File: config.mk
export PLATFORM = sky130hd
export DESIGN_NAME = inner_fn_accum
export DESIGN_NICKNAME = d
export VERILOG_FILES = /design/src/rtl/inner_fn_accum.sv
export SDC_FILE = /design/constraint.sdc
export NUM_CORES = 1
export LEC_CHECK = 0
export CORE_UTILIZATION = 62
export CTS_CLUSTER_DIAMETER = 150
export CTS_CLUSTER_SIZE = 10
export DETAILED_ROUTE_END_ITERATION = 12
export PLACE_DENSITY = 0.85
export SETUP_SLACK_MARGIN = 0.3
export SLEW_MARGIN = 15
export SYNTH_ARGS = -nofsm -noshare
export SYNTH_HDL_FRONTEND = slang
export SYNTH_SLANG_ARGS = --single-unit
File: constraint.sdc
create_clock -name clock -period 11.8 [get_ports clock]
set_input_delay 2.95 -clock clock [delete_from_list [all_inputs] [get_ports clock]]
set_output_delay 2.95 -clock clock [all_outputs]
set_load 0.1 [all_outputs]
File: src/rtl/inner_fn_accum.sv
`timescale 1ns/1ps
// Purpose: custom-instruction front end; buffers float32 samples and sums f(x) over them with an external adder.
// Latency: PUSH/CLEAR/COUNT/empty RUN finish in 1 cycle; RUN takes N*(1+Lfn+1+Ladd)+1 cycles.
// Backpressure: start is ignored outside IDLE (no queuing); a full FIFO drops the sample and returns all-ones.
module inner_fn_accum #(
    parameter int DEPTH = 16,
    parameter int CW    = 5
) (
    input  logic        clock,
    input  logic        reset_n,
    input  logic        clk_en,
    input  logic        start,
    input  logic [1:0]  n,
    input  logic [31:0] dataa,
    output logic [31:0] result,
    output logic        done,
    output logic        fn_start,
    output logic [31:0] fn_dataa,
    input  logic        fn_done,
    input  logic [31:0] fn_result,
    output logic        add_start,
    output logic [31:0] add_a,
    output logic [31:0] add_b,
    input  logic        add_done,
    input  logic [31:0] add_result
);

    localparam int AW = $clog2(DEPTH);

    typedef enum logic [2:0] {
        IDLE, FN_ISSUE, FN_WAIT, ADD_ISSUE, ADD_WAIT, FINISH
    } state_t;

    state_t          state_q, state_d;
    logic [AW-1:0]   wr_q, wr_d, rd_q, rd_d;
    logic [CW-1:0]   count_q, count_d;
    logic [31:0]     acc_q, acc_d;
    logic [31:0]     result_q, result_d;
    logic            done_q, done_d;
    logic            fn_start_q, fn_start_d;
    logic [31:0]     fn_dataa_q, fn_dataa_d;
    logic            add_start_q, add_start_d;
    logic [31:0]     add_a_q, add_a_d;
    logic [31:0]     add_b_q, add_b_d;
    logic            mem_we;
    logic [31:0]     mem_q [DEPTH];

    // Command decode and RUN sequencing; pulse outputs default low every enabled cycle.
    always_comb begin
        state_d     = state_q;
        wr_d        = wr_q;
        rd_d        = rd_q;
        count_d     = count_q;
        acc_d       = acc_q;
        result_d    = result_q;
        done_d      = 1'b0;
        fn_start_d  = 1'b0;
        fn_dataa_d  = fn_dataa_q;
        add_start_d = 1'b0;
        add_a_d     = add_a_q;
        add_b_d     = add_b_q;
        mem_we      = 1'b0;
        case (state_q)
            IDLE: begin
                // Refusing start while done is still high keeps done from
                // ever being asserted on two consecutive enabled cycles.
                if (start && !done_q) begin
                    case (n)
                        2'd0: begin
                            if (count_q != CW'(DEPTH)) begin
                                mem_we   = 1'b1;
                                wr_d     = wr_q + AW'(1);
                                count_d  = count_q + CW'(1);
                                result_d = 32'(count_q) + 32'd1;
                            end else begin
                                result_d = 32'hFFFF_FFFF;
                            end
                            done_d = 1'b1;
                        end
                        2'd1: begin
                            if (count_q == '0) begin
                                result_d = acc_q;
                                done_d   = 1'b1;
                            end else begin
                                state_d = FN_ISSUE;
                            end
                        end
                        2'd2: begin
                            wr_d     = '0;
                            rd_d     = '0;
                            count_d  = '0;
                            acc_d    = '0;
                            result_d = '0;
                            done_d   = 1'b1;
                        end
                        default: begin
                            result_d = 32'(count_q);
                            done_d   = 1'b1;
                        end
                    endcase
                end
            end
            FN_ISSUE: begin
                fn_dataa_d = mem_q[rd_q];
                rd_d       = rd_q + AW'(1);
                count_d    = count_q - CW'(1);
                fn_start_d = 1'b1;
                state_d    = FN_WAIT;
            end
            FN_WAIT: begin
                if (fn_done) begin
                    add_b_d = fn_result;
                    state_d = ADD_ISSUE;
                end
            end
            ADD_ISSUE: begin
                add_a_d     = acc_q;
                add_start_d = 1'b1;
                state_d     = ADD_WAIT;
            end
            ADD_WAIT: begin
                if (add_done) begin
                    acc_d   = add_result;
                    state_d = (count_q != '0) ? FN_ISSUE : FINISH;
                end
            end
            FINISH: begin
                result_d = acc_q;
                done_d   = 1'b1;
                acc_d    = '0;
                state_d  = IDLE;
            end
            default: state_d = IDLE;
        endcase
    end

    // State and output registers; clk_en low freezes everything, reset needs clk_en high.
    always_ff @(posedge clock) begin
        if (clk_en) begin
            if (!reset_n) begin
                state_q     <= IDLE;
                wr_q        <= '0;
                rd_q        <= '0;
                count_q     <= '0;
                acc_q       <= '0;
                result_q    <= '0;
                done_q      <= 1'b0;
                fn_start_q  <= 1'b0;
                fn_dataa_q  <= '0;
                add_start_q <= 1'b0;
                add_a_q     <= '0;
                add_b_q     <= '0;
            end else begin
                state_q     <= state_d;
                wr_q        <= wr_d;
                rd_q        <= rd_d;
                count_q     <= count_d;
                acc_q       <= acc_d;
                result_q    <= result_d;
                done_q      <= done_d;
                fn_start_q  <= fn_start_d;
                fn_dataa_q  <= fn_dataa_d;
                add_start_q <= add_start_d;
                add_a_q     <= add_a_d;
                add_b_q     <= add_b_d;
            end
        end
    end

    // Sample storage; contents beyond the pointers are don't-care, so no reset.
    always_ff @(posedge clock) begin
        if (clk_en && reset_n && mem_we) begin
            mem_q[wr_q] <= dataa;
        end
    end

    assign result    = result_q;
    assign done      = done_q;
    assign fn_start  = fn_start_q;
    assign fn_dataa  = fn_dataa_q;
    assign add_start = add_start_q;
    assign add_a     = add_a_q;
    assign add_b     = add_b_q;

endmodule

# Word level (Yosys, flattened, before mapping)
# Memories as Yosys holds them, arrays and structs flattened. A register that Yosys moved wholly into a read port is not among the register bits.
# Index checks and enable logic that the tools add are counted.
# totals
in_bits	104
memories	1
output_inout_bits	131
wordCells	105
ff_bits	147
mem_bits_rw	512
# classes
n_mux	42
eq_ne	28
n_addsub	5
n_reduce_logical	18
# mem_list
name	depth	word_bits	read_ports	rd_clocked_by_memory_dff	write_ports	line	source
mem_q	16	32	1	1	1	46	logic [31:0] mem_q [DEPTH];
# ops
operator	n
32-bit two-way mux	9
32-bit case mux with 3 select lines	2
32-bit case mux with 2 select lines	1
4-bit two-way mux	5
5-bit case mux with 2 select lines	2
3-bit two-way mux	6
4-bit case mux with 2 select lines	2
3-bit != test, second input constant	5
3-bit case mux with 5 select lines	1
5-bit AND reduction	3
2-bit by 1-bit != test with 1-bit output, second input constant	6
1-bit two-way mux	11
5-bit two-way mux	2
3-bit by 1-bit != test with 1-bit output, second input constant	3
4-bit by 1-bit adder with 4-bit output, second input constant	2
4-bit != test, second input constant	2
4-bit AND reduction	2
5-bit by 1-bit adder with 6-bit output, second input constant	1
3-bit by 2-bit equality test with 1-bit output, second input constant	2
3-bit equality test, second input constant	2
3-bit by 2-bit != test with 1-bit output, second input constant	2
6-bit AND reduction	1
5-bit by 1-bit adder with 5-bit output, second input constant	1
5-bit zero test	1
15 further kinds	19

# Longest topological paths before layout
# logic_depth
word_depth	8
mapped_depth	8
depth_no_buf	6

# Worst setup path before layout
# No wires, ideal clock.
# synth_timing
path_type	in2reg
startpoint	input start
endpoint	memory mem_q[3][0] (enable)
required_time_ns	11.339
t_arrival_ns	6.098
cell_stages	4
path_slack_ns	5.241
path_buffers	0
path_cell_list	or4b_4 > nor4_4 > nand2_1 > nor3_1
# synth_between
elab_chain_cells	6
# synth_rtl
element	line	source
from (decl)	12	input logic start,
1-bit logical AND	67	if (start && !done_q) begin
1-bit two-way mux	67	
1-bit two-way mux	63	case (state_q)
1-bit logical AND	172	if (clk_en && reset_n && mem_we) begin
1-bit two-way mux	172	
1-bit two-way mux (not written as such)	173	mem_q[wr_q] <= dataa;
to (decl)	46	
# Every way passes these cells.

# Final worst setup path
# layout_timing
startpoint	input clk_en
endpoint	memory mem_q[1][6] (enable)
# layout_between
elab_chain_cells	4
# layout_rtl
element	line	source
from (decl)	11	input logic clk_en,
1-bit logical AND (2 in a row)	172	
1-bit two-way mux	172	
1-bit two-way mux (not written as such)	173	
# Every way passes these cells.

==> metrics.txt <==
die outline width=210 um; clock sinks=691; CTS tree=yes; Clock Root Buffer=clkbuf_16; max-cap violations=0; outcome=completed; Setup WS pre-CTS=5.23 ns; 1st-iter DRT viols=1,724; initial antenna violation count=0; number of non-filler instances in the completed layout=2,367; Resized Gates After CTS=0; Startpoint Class=input port; Slew HR=21.7%; Ports=235; crit path cell chain=clkdlybuf4s50_1, or3b_2, nor4_4, nand2_1, nor3_2, buf_4; hpwl dp=33,300 um; Reg power frac=51.4%; placed cells=2,274; fin area=32,100 um^2; Syn Nets=1,643; Worst-path clk slew=0.05 ns; Clock power frac=39.2%; final setup vio count=0; overall power=5.40 mW; fin worst setup slack=5.74 ns; worst hold slack=0.517 ns; setup TNS=0 ns; Routed Wire Length=62,300 um; synthesized flop and latch total=691; Min Clock Period, post-route=6.06 ns; Worst EP required=12.04 ns; vias per cell=6.34; antenna diode count=0; clk buf depth=3; EDFF count, synth=691; core area=42,300 um^2; Final Max Slew Viols=0; CP max stage cell=nor3_2; layout cells sized above 1=9.61%; Worst-Margin Slew=1.17 ns; min-delay worst type=reg -> reg; Synth Instances=1,532; clock skew=0.0158 ns; NetSw=1.27 mW; synth unique cells=48; post-layout util=75.9%; ys async rst share=0%; Yosys warning count=0; Power Dens Cells=168 nW/um^2; CTS H-tree lvls=3; GPL Wtd Cong=0.836; CP Capture Type=flip-flop; IO Port Bufs=234; Initial Utilization=63.5%; num rows=75; CTS Buf Count=79; Tcrit/Tclk final=51.4%; Hold Buf Count CTS=0; largest net degree at the start of global routing=144; max incr delay on CP=0.94 ns; Tot GR Track Use=28.4%; Peak Freq=165 MHz; Worst EP arrival=6.31 ns; Final Hold Viols=0; Max VDD drop=0.130 mV; Internal=4.13 mW; Synth Flop Type=edfxtp_1; Die Area=44,200 um^2; first-pass GRT wire length=92,400 um; synthesized cell area=26,900 um^2; DRC violation count after routing=0; vias in the first global route=15,700; via count=15,000; GRT overflow=0; nets=1,895; synthesized area per cell=17.5 um^2; post-synthesis sequential area ratio=77.3%; Static Leakage=11.1 nW; Crit Path Class=in -> reg; Clock Latency Late Sink=0.60 ns; sw frac=23.5%; Die Height=210 um; Crit Path Max Fanout=22; Post-DP Area=29,800 um^2; setup bufs post-CTS=0; layout overhead on the synthesized area=19.5%; RSZ-0062 raised after global routing=false; first-pass iteration count of the detailed router=6; Combinational Power Share=9.5%; Detail Route Antenna Nets=0; routed len/inst=26.3 um
-- final timing paths --
kind / slack (ns) / end / startpoint / cells after the start
max: 5.74 / mem_q[1][6] / clk_en / 6
min: 0.52 / add_a[14] / acc_q[14] / 2
max reg2reg: 7.93 / mem_q[1][6] / state_q[0] / 5
min reg2reg: 0.52 / add_a[14] / acc_q[14] / 2
-- state kept, by name, summed over array words and instances, names as in the netlist, 5 cells and up --
name / cells
mem_q: 512
acc_q: 32
add_a: 32
add_b: 32
fn_dataa: 32
result: 32
count_q: 5
-- kinds of logic (layout without fill, tap and decap cells) --
| family | after synthesis | after routing | share of synthesized area, % |
|---|---|---|---|
| xor+xnor | 7 | 7 | 0.228 |
| buf+inv | 125 | 383 | 2.05 |
| compound gates | 203 | 203 | 5.01 |
| simple gates | 270 | 270 | 5.29 |
| flops | 691 | 691 | 77.3 |
| fa+ha+maj | 7 | 7 | 0.326 |
| mux | 229 | 229 | 9.84 |
-- cell usage after synthesis, types with 4 or more instances --
cell | instances | area share (%)
a21oi_1 | 12 | 0.22
a22oi_1 | 97 | 2.7
a31oi_1 | 4 | 0.093
and2_1 | 72 | 1.7
and3_1 | 5 | 0.12
buf_1 | 4 | 0.056
buf_2 | 15 | 0.28
buf_4 | 13 | 0.36
clkbuf_1 | 52 | 0.73
edfxtp_1 | 691 | 77
ha_1 | 7 | 0.33
inv_1 | 39 | 0.55
mux2i_1 | 201 | 7.5
mux4_2 | 28 | 2.3
nand2_1 | 77 | 1.1
nand2b_1 | 29 | 0.68
nand3_1 | 34 | 0.63
nor2_1 | 31 | 0.43
nor2b_1 | 4 | 0.093
nor3_1 | 5 | 0.093
o21ai_0 | 66 | 1.2
o221ai_1 | 4 | 0.13
xnor2_1 | 5 | 0.16
-- area by class of cell --
cell class | count | area (um^2)
clock buffer | 84 | 2080
multi-input combinational | 716 | 5750
inverter | 39 | 146
fill | 2227 | 10200
tap | 577 | 722
sequential | 691 | 20700
timing repair buffer | 257 | 2620
clock inverter | 3 | 37.5
-- power groups by stage --
stage / registers (mW) / clock network (mW) / logic (mW)
final: 2.78 / 2.12 / 0.513
after CTS: 2.77 / 2.13 / 0.510
after global placement: 2.82 / 0 / 0.493
after floorplan: 3.01 / 0 / 0.153
after detailed placement: 2.82 / 0 / 0.505
after global routing: 2.78 / 2.21 / 0.533
-- layout by cell type (no fill, tap or decap), types with 3 or more instances in the layout --
master           synthesis  final
o221ai_1                 4      4
inv_1                   39     39
o211ai_1                 3      3
mux4_2                  28     28
ha_1                     7      7
edfxtp_1               691    691
nor2_1                  31     17
buf_4                   13     16
o21ai_0                 66     66
a221oi_1                 3      3
nand2b_1                29     29
nand2_1                 77     77
nor2_4                   0     14
a22oi_1                 97     97
nand3_1                 34     34
nor3_2                   1      4
a221o_1                  3      3
mux2i_1                201    201
a31oi_1                  4      3
clkbuf_16                0     83
and2_1                  72     72
xnor2_1                  5      5
clkdlybuf4s50_1          0    233
and3_1                   5      5
a21oi_1                 12     11
buf_16                   0      4
or3b_2                   3      3
-- critical path: cells and delay by family --
kind / cells / cell delay [ns]
simple gates: 4 / 2.09
buf+inv: 2 / 1.24
-- per-layer routing --
| metal | part of all wire [%] | global-route usage (%) | wire length (um) |
|---|---|---|---|
| met5 | 0 | 0 | 0 |
| met4 | 3.3 | 11.3 | 2030 |
| met3 | 9.4 | 5.57 | 5850 |
| met2 | 52 | 48.4 | 32100 |
| met1 | 36 | 36.2 | 22300 |
No activity file was read; power rests on OpenSTA's default activity.
